### src/rtl/vga_timing_gen.sv
// VGA raster timing generator: a clock-enable pixel divider drives h/v counters,
// registered syncs/bright aligned to the counters, and a per-frame tick/counter.

// Elaboration-time legality check for the timing parameters.
module vga_timing_gen_param_chk #(
  parameter int unsigned CLK_DIV     = 4,
  parameter int unsigned H_SYNC      = 96,
  parameter int unsigned H_VIS_START = 144,
  parameter int unsigned H_VIS_END   = 784,
  parameter int unsigned H_TOTAL     = 800,
  parameter int unsigned V_SYNC      = 2,
  parameter int unsigned V_VIS_START = 35,
  parameter int unsigned V_VIS_END   = 515,
  parameter int unsigned V_TOTAL     = 525
) ();
  if (!((CLK_DIV >= 32'd1) && (CLK_DIV <= 32'd16))) begin : g_bad_div
    $error("vga_timing_gen: CLK_DIV must be in 1..16");
  end
  if (!((H_SYNC < H_VIS_START) && (H_VIS_START < H_VIS_END) &&
        (H_VIS_END <= H_TOTAL) && (H_TOTAL <= 32'd1024))) begin : g_bad_h
    $error("vga_timing_gen: illegal horizontal timing parameters");
  end
  if (!((V_SYNC < V_VIS_START) && (V_VIS_START < V_VIS_END) &&
        (V_VIS_END <= V_TOTAL) && (V_TOTAL <= 32'd1024))) begin : g_bad_v
    $error("vga_timing_gen: illegal vertical timing parameters");
  end
endmodule

module vga_timing_gen #(
  parameter int unsigned CLK_DIV     = 4,
  parameter int unsigned H_SYNC      = 96,
  parameter int unsigned H_VIS_START = 144,
  parameter int unsigned H_VIS_END   = 784,
  parameter int unsigned H_TOTAL     = 800,
  parameter int unsigned V_SYNC      = 2,
  parameter int unsigned V_VIS_START = 35,
  parameter int unsigned V_VIS_END   = 515,
  parameter int unsigned V_TOTAL     = 525
) (
  input  logic       clk,
  input  logic       reset_button,
  output logic       pix_en,
  output logic [9:0] hCount,
  output logic [9:0] vCount,
  output logic       hSync,
  output logic       vSync,
  output logic       bright,
  output logic       frame_tick,
  output logic [7:0] frame_count
);

  localparam int unsigned DIV_W = (CLK_DIV > 32'd1) ? $clog2(CLK_DIV) : 1;
  localparam logic [DIV_W-1:0] DIV_LAST = DIV_W'(CLK_DIV - 32'd1);
  localparam logic [DIV_W-1:0] DIV_ONE  = DIV_W'(32'd1);
  localparam logic [DIV_W-1:0] DIV_ZERO = DIV_W'(32'd0);
  localparam logic [9:0] H_LAST  = 10'(H_TOTAL - 32'd1);
  localparam logic [9:0] V_LAST  = 10'(V_TOTAL - 32'd1);
  localparam logic [9:0] H_SYNC_W = 10'(H_SYNC);
  localparam logic [9:0] V_SYNC_W = 10'(V_SYNC);
  localparam logic [9:0] H_VS_W  = 10'(H_VIS_START);
  localparam logic [9:0] H_VE_W  = 10'(H_VIS_END);
  localparam logic [9:0] V_VS_W  = 10'(V_VIS_START);
  localparam logic [9:0] V_VE_W  = 10'(V_VIS_END);

  vga_timing_gen_param_chk #(
    .CLK_DIV(CLK_DIV), .H_SYNC(H_SYNC), .H_VIS_START(H_VIS_START),
    .H_VIS_END(H_VIS_END), .H_TOTAL(H_TOTAL), .V_SYNC(V_SYNC),
    .V_VIS_START(V_VIS_START), .V_VIS_END(V_VIS_END), .V_TOTAL(V_TOTAL)
  ) u_param_chk ();

  logic [DIV_W-1:0] div_r;
  logic [DIV_W-1:0] div_next_s;
  logic             tick_s;
  logic             line_end_s;
  logic             frame_end_s;
  logic             wrap_s;
  logic [9:0]       h_next_s;
  logic [9:0]       v_next_s;
  logic             hsync_next_s;
  logic             vsync_next_s;
  logic             bright_next_s;

  // Divider and raster counter next-state; ">=" keeps an out-of-range count wrapping.
  always_comb begin
    tick_s      = (div_r >= DIV_LAST);
    line_end_s  = (hCount >= H_LAST);
    frame_end_s = (vCount >= V_LAST);
    div_next_s  = div_r;
    h_next_s    = hCount;
    v_next_s    = vCount;
    wrap_s      = 1'b0;
    if (tick_s) begin
      div_next_s = DIV_ZERO;
      if (line_end_s) begin
        h_next_s = 10'd0;
        if (frame_end_s) begin
          v_next_s = 10'd0;
          wrap_s   = 1'b1;
        end else begin
          v_next_s = vCount + 10'd1;
        end
      end else begin
        h_next_s = hCount + 10'd1;
      end
    end else begin
      div_next_s = div_r + DIV_ONE;
    end
  end

  // Syncs and bright decoded from the next counter values so they stay aligned.
  always_comb begin
    hsync_next_s  = (h_next_s >= H_SYNC_W);
    vsync_next_s  = (v_next_s >= V_SYNC_W);
    bright_next_s = (h_next_s >= H_VS_W) && (h_next_s < H_VE_W) &&
                    (v_next_s >= V_VS_W) && (v_next_s < V_VE_W);
  end

  // Timing state and registered outputs.
  always_ff @(posedge clk or posedge reset_button) begin
    if (reset_button) begin
      div_r       <= DIV_ZERO;
      pix_en      <= 1'b0;
      hCount      <= 10'd0;
      vCount      <= 10'd0;
      hSync       <= 1'b0;
      vSync       <= 1'b0;
      bright      <= 1'b0;
      frame_tick  <= 1'b0;
      frame_count <= 8'd0;
    end else begin
      div_r      <= div_next_s;
      pix_en     <= tick_s;
      hCount     <= h_next_s;
      vCount     <= v_next_s;
      hSync      <= hsync_next_s;
      vSync      <= vsync_next_s;
      bright     <= bright_next_s;
      frame_tick <= wrap_s;
      if (wrap_s) begin
        frame_count <= frame_count + 8'd1;
      end else begin
        frame_count <= frame_count;
      end
    end
  end

endmodule

### config.mk
export PLATFORM = sky130hd
export DESIGN_NAME = vga_timing_gen
export DESIGN_NICKNAME = d
export VERILOG_FILES = /design/src/rtl/vga_timing_gen.sv
export SDC_FILE = /design/constraint.sdc
export NUM_CORES = 1
export LEC_CHECK = 0
export BUFFER_PORTS_ARGS = -buffer_cell sky130_fd_sc_hd__buf_4
export CAP_MARGIN = 20
export CORE_ASPECT_RATIO = 2
export CORE_MARGIN = 2
export CORE_UTILIZATION = 50
export DETAILED_ROUTE_END_ITERATION = 10
export PLACE_DENSITY_LB_ADDON = 0.3
export SYNTH_ARGS = -nofsm -noshare
export SYNTH_HDL_FRONTEND = slang
export SYNTH_SLANG_ARGS = --single-unit
export TNS_END_PERCENT = 30
### constraint.sdc
create_clock -name clk -period 2.1 [get_ports clk]
set_input_delay 0.42 -clock clk [delete_from_list [all_inputs] [get_ports clk]]
set_output_delay 0.42 -clock clk [all_outputs]
set_load 0.005 [all_outputs]
* Yosys cells after proc, flatten, opt, wreduce, memory -nomap -nowiden
Cells that the tools add are included.
Widths: inputs -> output; s select.
** Storage, ports and cells
- Register bits :: 35
- Output and inout port bits :: 33
** Operators by class
- $add $sub $neg :: 4
- Order comparisons :: 9
- Multiplexer cells :: 9
- Reductions and logical operators :: 3
** Operators with widths (count)
- $mux 10 :: 5
- $add 10x1->10 const B :: 2
- $ge 10x10->1 const B :: 2
- $lt 10x10->1 const B :: 2
- $ge 10x2->1 const B :: 1
- $ge 10x6->1 const B :: 1
- $ge 10x7->1 const B :: 1
- $ge 10x8->1 const B :: 1
- $add 8x1->8 const B :: 1
- $logic_and 1x1->1 :: 3
- $mux 1 :: 3
- $add 2x1->2 const B :: 1
- $ge 2x2->1 const B :: 1
- $mux 2 :: 1

* Logic depth before layout (Yosys ltp)
- Word-level depth :: 7
- Mapped depth :: 10
- Mapped depth without buffers :: 9

* Worst setup path after synthesis
No wires, ideal clock.
- Path type :: reg2reg
- Start :: reg hCount[0]
- End :: reg bright
- Library setup time :: 0.087 ns
- Arrival time :: 1.797 ns
- Required time :: 2.013 ns
- Setup slack :: 0.216 ns
- Stages on the path, launching flop included :: 9
- Buffers on the path :: 0
- Cells stage by stage :: dfrtp_1 -> ha_1 -> nand4_4 -> a21bo_2 -> o21ai_0 -> o221ai_1 -> nor2_2 -> nand3_1 -> a211oi_2
** On the way
- Cells in the longest elaborated chain, start to end :: 7
- Elaborated cells on any way between the ends :: 13
- Classes of those cells :: add/sub (1); order compare (5); mux (4); reduce/logical (3)
** RTL lines
- from (decl) :: RTL line 43 : output logic [9:0] hCount,
- from (signal assigned) :: RTL line 133 : hCount <= h_next_s;
- $add 10x1->10 / $ge 10x10->1 (equally long branches) :: RTL line 103, 86
- $mux 10 :: RTL line 94 : if (line_end_s) begin
- $mux 10 :: RTL line 92 : if (tick_s) begin
- $ge 10x8->1 / $lt 10x10->1 (equally long branches) :: RTL line 114 : bright_next_s = (h_next_s >= H_VS_W) && (h_next_s < H_VE_W) &&
- $logic_and 1x1->1 (2 in series) :: RTL line 114
- $logic_and 1x1->1 (*) :: RTL line 115 : (v_next_s >= V_VS_W) && (v_next_s < V_VE_W);
- net bright_next_s :: RTL line 81 : logic bright_next_s;
- to (signal assigned) :: RTL line 137 : bright <= bright_next_s;
- to (decl) :: RTL line 47 : output logic bright,
The timed path passes the listed nets; every way through them passes the cells marked *.
A chain may end at the register's enable or synchronous reset.

* Worst setup path after layout
- Start :: reg vCount[1]
- End :: reg bright
** On the way
- Cells in the longest elaborated chain, start to end :: 7
- Elaborated cells on any way between the ends :: 9
- Classes of those cells :: add/sub (1); order compare (3); mux (3); reduce/logical (2)
** RTL lines
- from (decl) :: RTL line 44 : output logic [9:0] vCount,
- from (signal assigned) :: RTL line 134 : vCount <= v_next_s;
- $add 10x1->10 / $ge 10x10->1 (equally long branches) :: RTL line 100, 87
- $mux 10 :: RTL line 96 : if (frame_end_s) begin
- $mux 10 :: RTL line 94
- $mux 10 (*) :: RTL line 92
- $ge 10x6->1 :: RTL line 115
- $logic_and 1x1->1 :: RTL line 114
- $logic_and 1x1->1 (*) :: RTL line 115
- net bright_next_s :: RTL line 81
Marked as above.

==> results.md <==
### Yosys
• **share of the yosys chip area belonging to registers** 0.472
• **Post-synth EDFFs** 0
• **Synth async-reset ratio** 1.00
• **post-synthesis instance area** 1860 um^2
• **number of warnings issued by yosys** 0
• **number of distinct library cells after synthesis** 48
• **leading post-synthesis cells by cell area** dfrtp_1 47%, o21ai_0 5.1%, nand2_1 4.4%
• **Synthesized Nets** 194
• **share of the synthesized area in the top cell type** 0.472
• **Synth Register Bits** 35
• **Synth Instances** 187
• **cell taking the most area after synthesis** dfrtp_1
• **Primary FF master, synth** dfrtp_1
• **Avg Synthesized Cell Area** 9.93 um^2

### CTS
• **root buf cell** clkbuf_8
• **TritonCTS Buffers** 5
• **clock network latency to the later pin of the worst-skew pair** 290 ps
• **clk sinks** 35
• **CTS clk-pin slew, worst paths** 70 ps
• **Max Buffers Root-to-Sink** 2
• **TritonCTS clock tree** done
• **total number of H-tree levels** 2
• **cts-stage hold buffer count** 0

### Critical path
• **Worst R2R End** bright
• **cell at the slowest stage of the critical path** dfrtp_1
• **crit-path max cell delay** 430 ps
• **kind of start point of the critical path** register
• **worst setup path category** reg2reg
• **Worst Setup End Kind** register
• **worst-case reg-to-reg path depth** 6
• **Cell Chain, Critical Path** and2_1 > nor4b_1 > a41oi_2 > a21oi_1 > nand3_1 > a211oi_2
• **arrival time reported for the critical path endpoint** 2240 ps
• **required time reported for the critical path endpoint** 2280 ps
• **CP Max Fanout** 8
• **critical register-to-register path startpoint** vCount[1]
• **flop-to-flop setup slack** 40 ps

### Worst hold path
• **worst hold-check path type** in2async

### Cells and area
• **number of inserted filler cells in the final layout** 297
• **n_diodes** 0
• **leading cell types in the layout, fill and taps excluded** 60 x buf_4, 34 x dfrtp_1, 22 x nand2_1
• **layout cells sized above 1** 0.382
• **Synth-to-Final Area Change** 37.6%
• **Util after Layout** 0.708
• **Final #Nets** 255
• **most common cell after layout, fill and taps aside** buf_4

### Timing
• **worst relative slew slack** 0.715
• **final-report max-slew violation count** 0
• **post-route worst hold slack** 225 ps
• **unrepaired setup endpoints after global routing** no
• **Final setup viols** 0
• **Fin. Hold Viols** 0
• **share of the cycle needed by the critical path after routing** 0.982
• **highest attainable clock frequency** 0.485 GHz
• **slew at the pin closest to its max-slew limit** 428 ps
• **Max Clock Skew** 4.61 ps
• **minimum clock period** 2060 ps

### Route
• **remaining antenna violation count** 0
• **DRT Pass-1 Iters** 4
• **post-detailed-route DRC marker count** 0
• **average wire per standard cell** 15.7 um
• **DRT Wirelength** 4670 um
• **Vias per Instance** 5.63
• **drt first-iter violations** 46
• **routed vias** 1678

### Flow run
• **MaxCap Viol Count** 0

### Placed design
• **estimated wirelength of the detail-placed design** 3310 um
• **GPL Wtd Cong** 0.851
• **number of port buffers** 34

### Floorplan
• **initial core utilization** 0.515
• **Boundary Pins** 35
• **area of the core** 3610 um^2
• **area of the die** 4250 um^2
• **number of core rows** 31
• **die boundary height** 90.2 um
• **Horiz. Die Dim** 47.1 um

### GRT
• **grt total ovfl** 0
• **Overall Global Routing Usage** 0.245
• **number of global-route vias before repair** 1696
• **antenna violations before repair** 0
• **maximum number of pins on one net before global-route repair** 36
• **first-pass GRT wire length** 7530 um

### Pwr
• **cell area power density** 513 nW/um^2
• **Static Leakage** 1.18 nW
• **Max VDD drop** 465 uV

### Run status
• **status** finished, final reports clean

==> synth_stat cells (2+ instances only) <==
cell type,count
and3_1,6
buf_6,2
xnor2_1,8
clkbuf_1,2
a41oi_1,2
o21ai_0,19
and4_1,4
inv_1,6
a21oi_1,2
and2_1,2
nand3_1,8
dfrtp_1,35
nand4_1,3
a31oi_1,5
xor2_1,6
nor2_1,14
nand2b_1,2
buf_4,2
o31ai_1,3
ha_1,5
buf_2,2
a211oi_1,2
nand2_1,22
==> kinds of logic after synthesis <==
| family | after synthesis | synth area share |
|---|---|---|
| muxes | 1 | 0.00606 |
| adders and majority gates | 5 | 0.0337 |
| AOI/OAI and AO/OA | 47 | 0.172 |
| xor gates and xnor gates | 14 | 0.0660 |
| DFF | 35 | 0.472 |
| and+or+nand+nor | 71 | 0.209 |
| buffers and inverters | 14 | 0.0418 |
==> area by class of cell <==
class                      instances  area (um^2)  share of cell area
timing repair buffer              61          462               0.181
sequential                        35          877               0.343
tap                               49         61.3              0.0240
clock inverter                     2         35.0              0.0137
multi-input combinational        139         1010               0.397
inverter                           6         22.5             0.00881
clock buffer                       6         82.6              0.0323
==> power breakdown <==
| part | switching (W) | leakage, nW | internal, W |
|---|---|---|---|
| Combinational | 0.0000126 | 0.647 | 0.00000254 |
| Clock | 0.000238 | 0.0612 | 0.000384 |
| Sequential | 0 | 0.473 | 0.000674 |
| Total | 0.000250 | 1.18 | 0.00106 |
==> per-stage QoR <==
step / cell area (um^2) / setup slack [ps] / total power [W] / instances / setup TNS [ps]
2_1_floorplan: 1860 / 216 / 0.000697 / 187 / 0
3_3_place_gp: 2260 / -28.2 / 0.000703 / 281 / -28.2
3_5_place_dp: 2260 / -85.1 / 0.000703 / 281 / -85.1
4_1_cts: 2410 / 1.71 / 0.00132 / 291 / 0
5_1_grt: 2550 / 9.12 / 0.00135 / 298 / 0
6_report: 2550 / 38.6 / 0.00131 / 298 / 0
==> layer usage <==
| layer | GRT usage | part of all wire | vias up |
|---|---|---|---|
| met5 | 0 | 0 | - |
| met4 | 0.141 | 0.035 | 0 |
| met3 | 0.0422 | 0.031 | 15 |
| met2 | 0.432 | 0.58 | 49 |
| met1 | 0.241 | 0.35 | 823 |
| li1 | - | - | 791 |
==> worst max path at each step <==
stage	endpoint	depth (start not counted)	start	slack, ps
6_report	bright	6	vCount[1]	40
5_1_grt	bright	6	vCount[0]	9
4_1_cts	bright	8	vCount[2]	2
3_5_place_dp	bright	7	vCount[2]	-90
3_3_place_gp	bright	7	vCount[2]	-30
2_1_floorplan	bright	8	hCount[0]	220
==> sequential cells by signal, indices dropped and copies added (netlist names) <==
register	count
pix_en	1
hSync	1
div_r	2
frame_count	8
bright	1
hCount	10
frame_tick	1
vSync	1
vCount	10
==> critical path, delay by kind of cell, from the launching register on <==
kind             cells  cell delay, ps
AND/OR/NAND/NOR      3             810
AO/OA/AOI/OAI        3             720
flip-flops           1             430
==> timing repair <==
action / CTS / global route
pin swaps: 1 / 7
gates cloned: 1 / 0
setup buffers: 1 / 7
setup endpoints to repair: 1 / 2
gates resized for setup: 5 / 18
No activity file was read; power rests on OpenSTA's default activity.
